[config.mk]
export PLATFORM = sky130hd
export DESIGN_NAME = key_event_gen
export DESIGN_NICKNAME = d
export VERILOG_FILES = /design/src/rtl/key_event_gen.sv
export SDC_FILE = /design/constraint.sdc
export NUM_CORES = 1
export LEC_CHECK = 0
export BUFFER_PORTS_ARGS = -buffer_cell sky130_fd_sc_hd__buf_2
export CAP_MARGIN = 25
export CORE_UTILIZATION = 40
export CTS_CLUSTER_DIAMETER = 40
export DETAILED_ROUTE_END_ITERATION = 8
export GPL_TIMING_DRIVEN = 0
export PLACE_DENSITY = 0.53
export SYNTH_ARGS = -nofsm -noshare
export SYNTH_HDL_FRONTEND = slang
export SYNTH_SLANG_ARGS = --single-unit
[constraint.sdc]
create_clock -name I_clk -period 2.47 [get_ports I_clk]
set_clock_uncertainty 0.2 [all_clocks]
set_input_delay 0.3705 -clock I_clk [delete_from_list [all_inputs] [get_ports I_clk]]
set_output_delay 0.3705 -clock I_clk [all_outputs]
set_load 0.02 [all_outputs]
[src/rtl/key_event_gen.sv]
// Push-button front end: two-flop synchroniser, debounce FSM and hold timers that
// turn a bouncy raw pin into single-cycle press/release/long/repeat pulses.
module key_event_gen #(
    parameter int   DEBOUNCE_CYCLES  = 270000,
    parameter int   LONG_CYCLES      = 27000000,
    parameter int   REPEAT_CYCLES    = 5400000,
    parameter logic KEY_ACTIVE_LEVEL = 1'b1
) (
    input  logic I_clk,
    input  logic I_rst,
    input  logic I_key,
    output logic O_key_level,
    output logic O_press,
    output logic O_release,
    output logic O_long,
    output logic O_repeat
);

    localparam int  DB_W      = $clog2(DEBOUNCE_CYCLES);
    localparam bit  LONG_EN   = (LONG_CYCLES > 0);
    localparam bit  REPEAT_EN = LONG_EN && (REPEAT_CYCLES > 0);
    localparam int  HOLD_W    = LONG_EN ? $clog2(LONG_CYCLES + 1) : 1;
    localparam int  RPT_W     = REPEAT_EN ? $clog2(REPEAT_CYCLES + 1) : 1;

    localparam logic [DB_W-1:0]   DB_LAST   = DB_W'(DEBOUNCE_CYCLES - 1);
    localparam logic [DB_W-1:0]   DB_ONE    = DB_W'(1);
    localparam logic [HOLD_W-1:0] HOLD_LAST = HOLD_W'(LONG_EN ? LONG_CYCLES - 1 : 0);
    localparam logic [HOLD_W-1:0] HOLD_MAX  = HOLD_W'(LONG_EN ? LONG_CYCLES : 0);
    localparam logic [HOLD_W-1:0] HOLD_ONE  = HOLD_W'(1);
    localparam logic [RPT_W-1:0]  RPT_LAST  = RPT_W'(REPEAT_EN ? REPEAT_CYCLES - 1 : 0);
    localparam logic [RPT_W-1:0]  RPT_ONE   = RPT_W'(1);

    typedef enum logic [1:0] {
        IDLE         = 2'd0,
        PRESS_WAIT   = 2'd1,
        PRESSED      = 2'd2,
        RELEASE_WAIT = 2'd3
    } state_t;

    logic [1:0]        sync_r;
    logic              pressed_s;
    state_t            state_r;
    logic [DB_W-1:0]   db_cnt_r;
    logic [HOLD_W-1:0] hold_cnt_r;
    logic [RPT_W-1:0]  rpt_cnt_r;

    // Two-flop synchroniser for the asynchronous pin; resets to the released level.
    always_ff @(posedge I_clk or posedge I_rst) begin
        if (I_rst) begin
            sync_r <= {2{~KEY_ACTIVE_LEVEL}};
        end else begin
            sync_r <= {sync_r[0], I_key};
        end
    end

    assign pressed_s = (sync_r[1] == KEY_ACTIVE_LEVEL);

    // Debounce FSM with hold/repeat timers; every output is a register.
    always_ff @(posedge I_clk or posedge I_rst) begin
        if (I_rst) begin
            state_r     <= IDLE;
            db_cnt_r    <= '0;
            hold_cnt_r  <= '0;
            rpt_cnt_r   <= '0;
            O_key_level <= 1'b0;
            O_press     <= 1'b0;
            O_release   <= 1'b0;
            O_long      <= 1'b0;
            O_repeat    <= 1'b0;
        end else begin
            O_press   <= 1'b0;
            O_release <= 1'b0;
            O_long    <= 1'b0;
            O_repeat  <= 1'b0;
            case (state_r)
                IDLE: begin
                    if (pressed_s) begin
                        state_r  <= PRESS_WAIT;
                        db_cnt_r <= '0;
                    end else begin
                        state_r  <= IDLE;
                    end
                end
                PRESS_WAIT: begin
                    if (!pressed_s) begin
                        state_r <= IDLE;
                    end else if (db_cnt_r == DB_LAST) begin
                        state_r     <= PRESSED;
                        O_press     <= 1'b1;
                        O_key_level <= 1'b1;
                        hold_cnt_r  <= '0;
                        rpt_cnt_r   <= '0;
                    end else begin
                        db_cnt_r <= db_cnt_r + DB_ONE;
                    end
                end
                PRESSED: begin
                    if (!pressed_s) begin
                        state_r  <= RELEASE_WAIT;
                        db_cnt_r <= '0;
                    end else if (LONG_EN && (hold_cnt_r != HOLD_MAX)) begin
                        // hold_cnt parks at HOLD_MAX once O_long has fired
                        hold_cnt_r <= hold_cnt_r + HOLD_ONE;
                        O_long     <= (hold_cnt_r == HOLD_LAST);
                    end else if (REPEAT_EN) begin
                        if (rpt_cnt_r == RPT_LAST) begin
                            rpt_cnt_r <= '0;
                            O_repeat  <= 1'b1;
                        end else begin
                            rpt_cnt_r <= rpt_cnt_r + RPT_ONE;
                        end
                    end else begin
                        state_r <= PRESSED;
                    end
                end
                RELEASE_WAIT: begin
                    // timers stay frozen here; a return to PRESSED resumes them
                    if (pressed_s) begin
                        state_r <= PRESSED;
                    end else if (db_cnt_r == DB_LAST) begin
                        state_r     <= IDLE;
                        O_release   <= 1'b1;
                        O_key_level <= 1'b0;
                        hold_cnt_r  <= '0;
                        rpt_cnt_r   <= '0;
                    end else begin
                        db_cnt_r <= db_cnt_r + DB_ONE;
                    end
                end
                default: begin
                    state_r     <= IDLE;
                    O_key_level <= 1'b0;
                end
            endcase
        end
    end

endmodule

---- Yosys cells after proc, flatten, opt, wreduce, memory -nomap -nowiden ----
Index checks and enable logic that the tools add are counted.
operators by class
  add/sub/neg operators ................... 3
  equal/unequal tests ..................... 18
  mux-type cells .......................... 43
  reduce and logical (&&, ||, !) cells .... 8
operators with widths
  cell                   number
  $mux 23                6
  $mux 25                5
  $mux 19                5
  $pmux 19 s4            1
  $pmux 25 s3            1
  $pmux 23 s3            1
  $add 25x1->25 const B  1
  $eq 25x25->1 const B   1
  $ne 25x25->1 const B   1
  $add 23x1->23 const B  1
  $eq 23x23->1 const B   1
  $add 19x1->19 const B  1
  $eq 19x19->1 const B   1
  $ne 2x2->1 const B     9
  $mux 1                 17
  $reduce_and 5->1       3
  $mux 2                 5
  $pmux 2 s4             1
  $ne 3x3->1 const B     2
  $eq 2x2->1 const B     2
  $reduce_and 4->1       1
  $reduce_and 3->1       1
  $reduce_bool 3->1      1
  $eq 2x1->1 const B     1
  other kinds (3)        3
word-level totals
  register bits after elaboration ......... 76
  input bits .............................. 3
  output and inout port bits .............. 5

---- Longest topological paths before layout ----
  word-level depth ........................ 5
  depth in mapped cells ................... 8

---- Worst setup path after synthesis ----
No wires, ideal clock.
  path kind ............................... reg-to-reg
  start point ............................. register rpt_cnt_r[21]
  end point ............................... register rpt_cnt_r[17]
  library setup time ...................... 0.124 ns
  arrival time ............................ 2.039 ns
  required time ........................... 2.146 ns
  path slack .............................. 0.107 ns
  cell stages (with the launch flop) ...... 7
  path through ............................ dfrtp_1 or2_0 or4_4 o41a_1 buf_6 o211a_1 a211o_1
between the ends
  longest elaborated chain between the ends .. 5
RTL lines
  what                    line  text
  start, declared         45    logic [RPT_W-1:0] rpt_cnt_r;
  start signal, assigned  110   rpt_cnt_r <= rpt_cnt_r + RPT_ONE;
  $eq 23x23->1            106   if (rpt_cnt_r == RPT_LAST) begin
  $mux 23                 106
  $mux 23                 101   end else if (LONG_EN && (hold_cnt_r != HOLD_MAX)) begin
  $mux 23                 98    if (!pressed_s) begin
  $pmux 23 s3             75    case (state_r)
No other way between the ends. The select of a mux whose other input is x is not followed.
A chain may end at the register's enable or synchronous reset.

---- Worst setup path in the final report ----
  start point ............................. register hold_cnt_r[10]
  end point ............................... register hold_cnt_r[22]
between the ends
  longest elaborated chain between the ends .. 4
  elaborated cells on any way between the ends .. 7
RTL lines
  what                    line  text
  start, declared         44    logic [HOLD_W-1:0] hold_cnt_r;
  start signal, assigned  103   hold_cnt_r <= hold_cnt_r + HOLD_ONE;
  $add 25x1->25           103
  $mux 25                 101
  $mux 25                 98
  $pmux 25 s3             75
Several ways; a longest one is shown, not always the timed one. The select of a mux whose other input is x is not followed.

==> results.py <==
metrics = {
    "status": {
        "outcome": "completed",
    },
    "drt": {
        "first_pass_iters": 4,
        "finalWirelength_um": 12000,
        "drc": 0,
        "drt_iter0_drc": 183,
        "antenna_left": 0,
        "drt-wirelength-per-cell_um": 18.1,
        "vias": 4053,
        "viasPerCell": 6.11,
    },
    "sta": {
        "worst_pin_slew_ps": 646,
        "slew_headroom_pct": 56.9,
        "finalHoldViolCount": 0,
        "finalCritPeriodShare_pct": 99.6,
        "fmax_mhz": 407,
        "setup_ws_ps": 11.0,
        "finalSetupViolCount": 0,
        "fin_crit_ps": 2460,
        "holdWs_ps": 153,
        "rsz0062_at_grt": "yes",
        "maxSlewViolCount": 0,
    },
    "cts": {
        "cts.sinks": 76,
        "clockBufferDepth": 2,
        "clock-root-buffer": "clkbuf_8",
        "htreeDepth": 3,
        "cts_tree": "done",
        "clk_latency_ps": 380,
        "clk_pin_slew_ps": 90,
        "cts_made_buffers": 9,
    },
    "grt": {
        "grt_pass1_wl_um": 20300,
        "antenna_found_initial": 0,
        "gr-total-overflow": 0,
        "top_usage_layer": "met2",
        "grt_pass1_vias": 3911,
        "grtUsageMet1_pct": 30.3,
        "grt_max_degree": 30,
        "grt_usage_pct": 22.7,
        "met2_usage_pct": 35.4,
        "gr-usage-met3_pct": 4.00,
    },
    "place": {
        "dp.cells": 639,
        "globalplace.congestion": 0.814,
        "dp_hpwl_um": 8180,
        "port_buffers": 7,
        "dp_slack_ps": -392,
    },
    "pwr": {
        "power_leakage_nw": 2.15,
        "sw_frac_of_total_pct": 24.2,
        "p_per_area_nw_per_um2": 451,
        "p_int_mw": 1.74,
        "combPwrFrac_pct": 3.0,
        "clockPowerShare_pct": 42.1,
        "ir_worst_vdd_v": 0.000265,
        "sequentialPowerShare_pct": 54.8,
        "power_switching_uw": 557,
    },
    "floorplan": {
        "num_io_pins": 8,
        "dieWidth_um": 108,
        "core_um2": 10800,
        "die_h_um": 108,
        "core.rowCount": 38,
        "die-area_um2": 11600,
        "start_util_pct": 41.2,
    },
    "worst_setup_path": {
        "crit_required_ps": 2520,
        "endpoint_kind": "flip-flop",
        "worst-r2r-setup-slack_ps": 10,
        "cp_data_arrival_time_ps": 2510,
        "cp_max_fo": 6,
        "cp-start-kind": "flip-flop",
        "crit_type": "flip-flop to flip-flop",
    },
    "cells_and_area": {
        "instances_no_fill": 663,
        "antennaDiodeCount": 0,
        "final_cell_mix": "dfrtp_1 (76), nor2_1 (37), nand2_1 (33)",
        "nNetsFinal": 525,
        "final_util_pct": 47.0,
        "final_common_cell": "dfrtp_1",
        "drive_gt1_share_pct": 13.2,
        "syn_to_final_growth_pct": 14.1,
    },
    "synth": {
        "synth.distinct_cells": 64,
        "synth-seq-area-share_pct": 42.6,
        "ys_dominant_reg_cell": "dfrtp_1",
        "syn_avg_cell_area_um2": 9.11,
        "synth_area_um2": 4470,
        "synth_edf_count": 0,
        "ys_ff_latch": 76,
        "syn_inst": 490,
        "syn-num-nets": 497,
        "yosys_warnings": 0,
        "synthArstFlopShare_pct": 100,
    },
    "hold_path": {
        "hp-class": "flip-flop to flip-flop",
    },
    "job": {
        "drv_cap": 0,
    },
}
-- worst paths after layout --
| check | end | cells after the start | start |
|---|---|---|---|
| setup / recovery | hold_cnt_r[22] | 7 | hold_cnt_r[10] |
| hold / removal | sync_r[1] | 0 | sync_r[0] |
| setup reg to reg | hold_cnt_r[22] | 7 | hold_cnt_r[10] |
| hold reg to reg | sync_r[1] | 0 | sync_r[0] |
| max in group asynchronous | rpt_cnt_r[22] | 4 | I_rst |
| min in group asynchronous | hold_cnt_r[6] | 3 | I_rst |
-- synthesized netlist by cell type (7+ instances only) --
library cell,count,area (um^2)
a21o_1,8,60.1
a21oi_1,12,60.1
a31oi_1,14,87.6
a32oi_1,7,61.3
and2_1,8,50.1
and3_1,24,150
and4_1,12,105
clkbuf_1,20,75.1
dfrtp_1,76,1900
inv_1,15,56.3
nand2_1,33,124
nand3_1,25,125
nand4_1,20,125
nor2_1,40,150
nor3_1,12,60.1
nor4_1,8,50.1
o211ai_1,8,60.1
o21ai_0,28,140
o31ai_1,8,60.1
xor2_1,12,105
-- layer usage --
layer  vias to the layer above  part of all wire, %
li1                       1944                    -
met1                      2012                   48
met2                        76                   47
met3                        21                  3.2
met4                         0                  2.8
met5                         -                    0
-- cells by family after synthesis --
group / share of synthesized area [%]
compound gates: 20.7
xor+xnor: 3.50
fa+ha+maj: 1.12
buf+inv: 4.12
flops: 42.6
mux: 1.20
simple gates: 26.7
-- power by group through the flow --
stage	Sequential (mW)	Clock [mW]	Combinational [mW]
final	1.26	0.968	0.0695
after global routing	1.26	1.05	0.0811
after CTS	1.26	0.991	0.0723
after detailed placement	1.28	0	0.0694
after global placement	1.28	0	0.0609
after floorplan	1.28	0	0.0445
-- final cells by class --
cell class,count,area [um^2]
multi-input cells,371,2470
plain buffers,25,141
well taps,140,175
repair buffers,20,163
flip-flops and latches,76,1900
clock buffers,12,135
inverters,15,60.1
fillers,1042,5740
clock inverters,4,50.0
-- critical path: stages (launching register included) --
cell,delay [ps]
dfrtp_1,430
nand4_1,260
buf_4,230
or2_2,260
clkbuf_1,190
nor2_1,310
a41oi_1,170
a221o_1,290
-- state kept, by name, summed over array words and instances, names as in the netlist, 2 cells and up, named ones only --
signal,cells
hold_cnt_r,25
rpt_cnt_r,23
db_cnt_r,19
sync_r,2
-- what timing repair did --
action                                  in CTS  in global routing
endpoints found under the setup margin      54                 56
hold endpoints to repair                    24                  0
pin swaps                                    3                  4
setup buffers                                5                  4
hold buffers                                 2                  0
resized for setup                           20                 15
-- through the flow --
step	TNS, ps	power [mW]	cell area (um^2)
floorplan	0	1.33	4470
global placement	-10140	1.35	4680
detailed placement	-9240	1.35	4720
CTS	0	2.32	5040
global route	-930	2.39	5100
finish	0	2.30	5100
(Power assumes the default switching activity.)
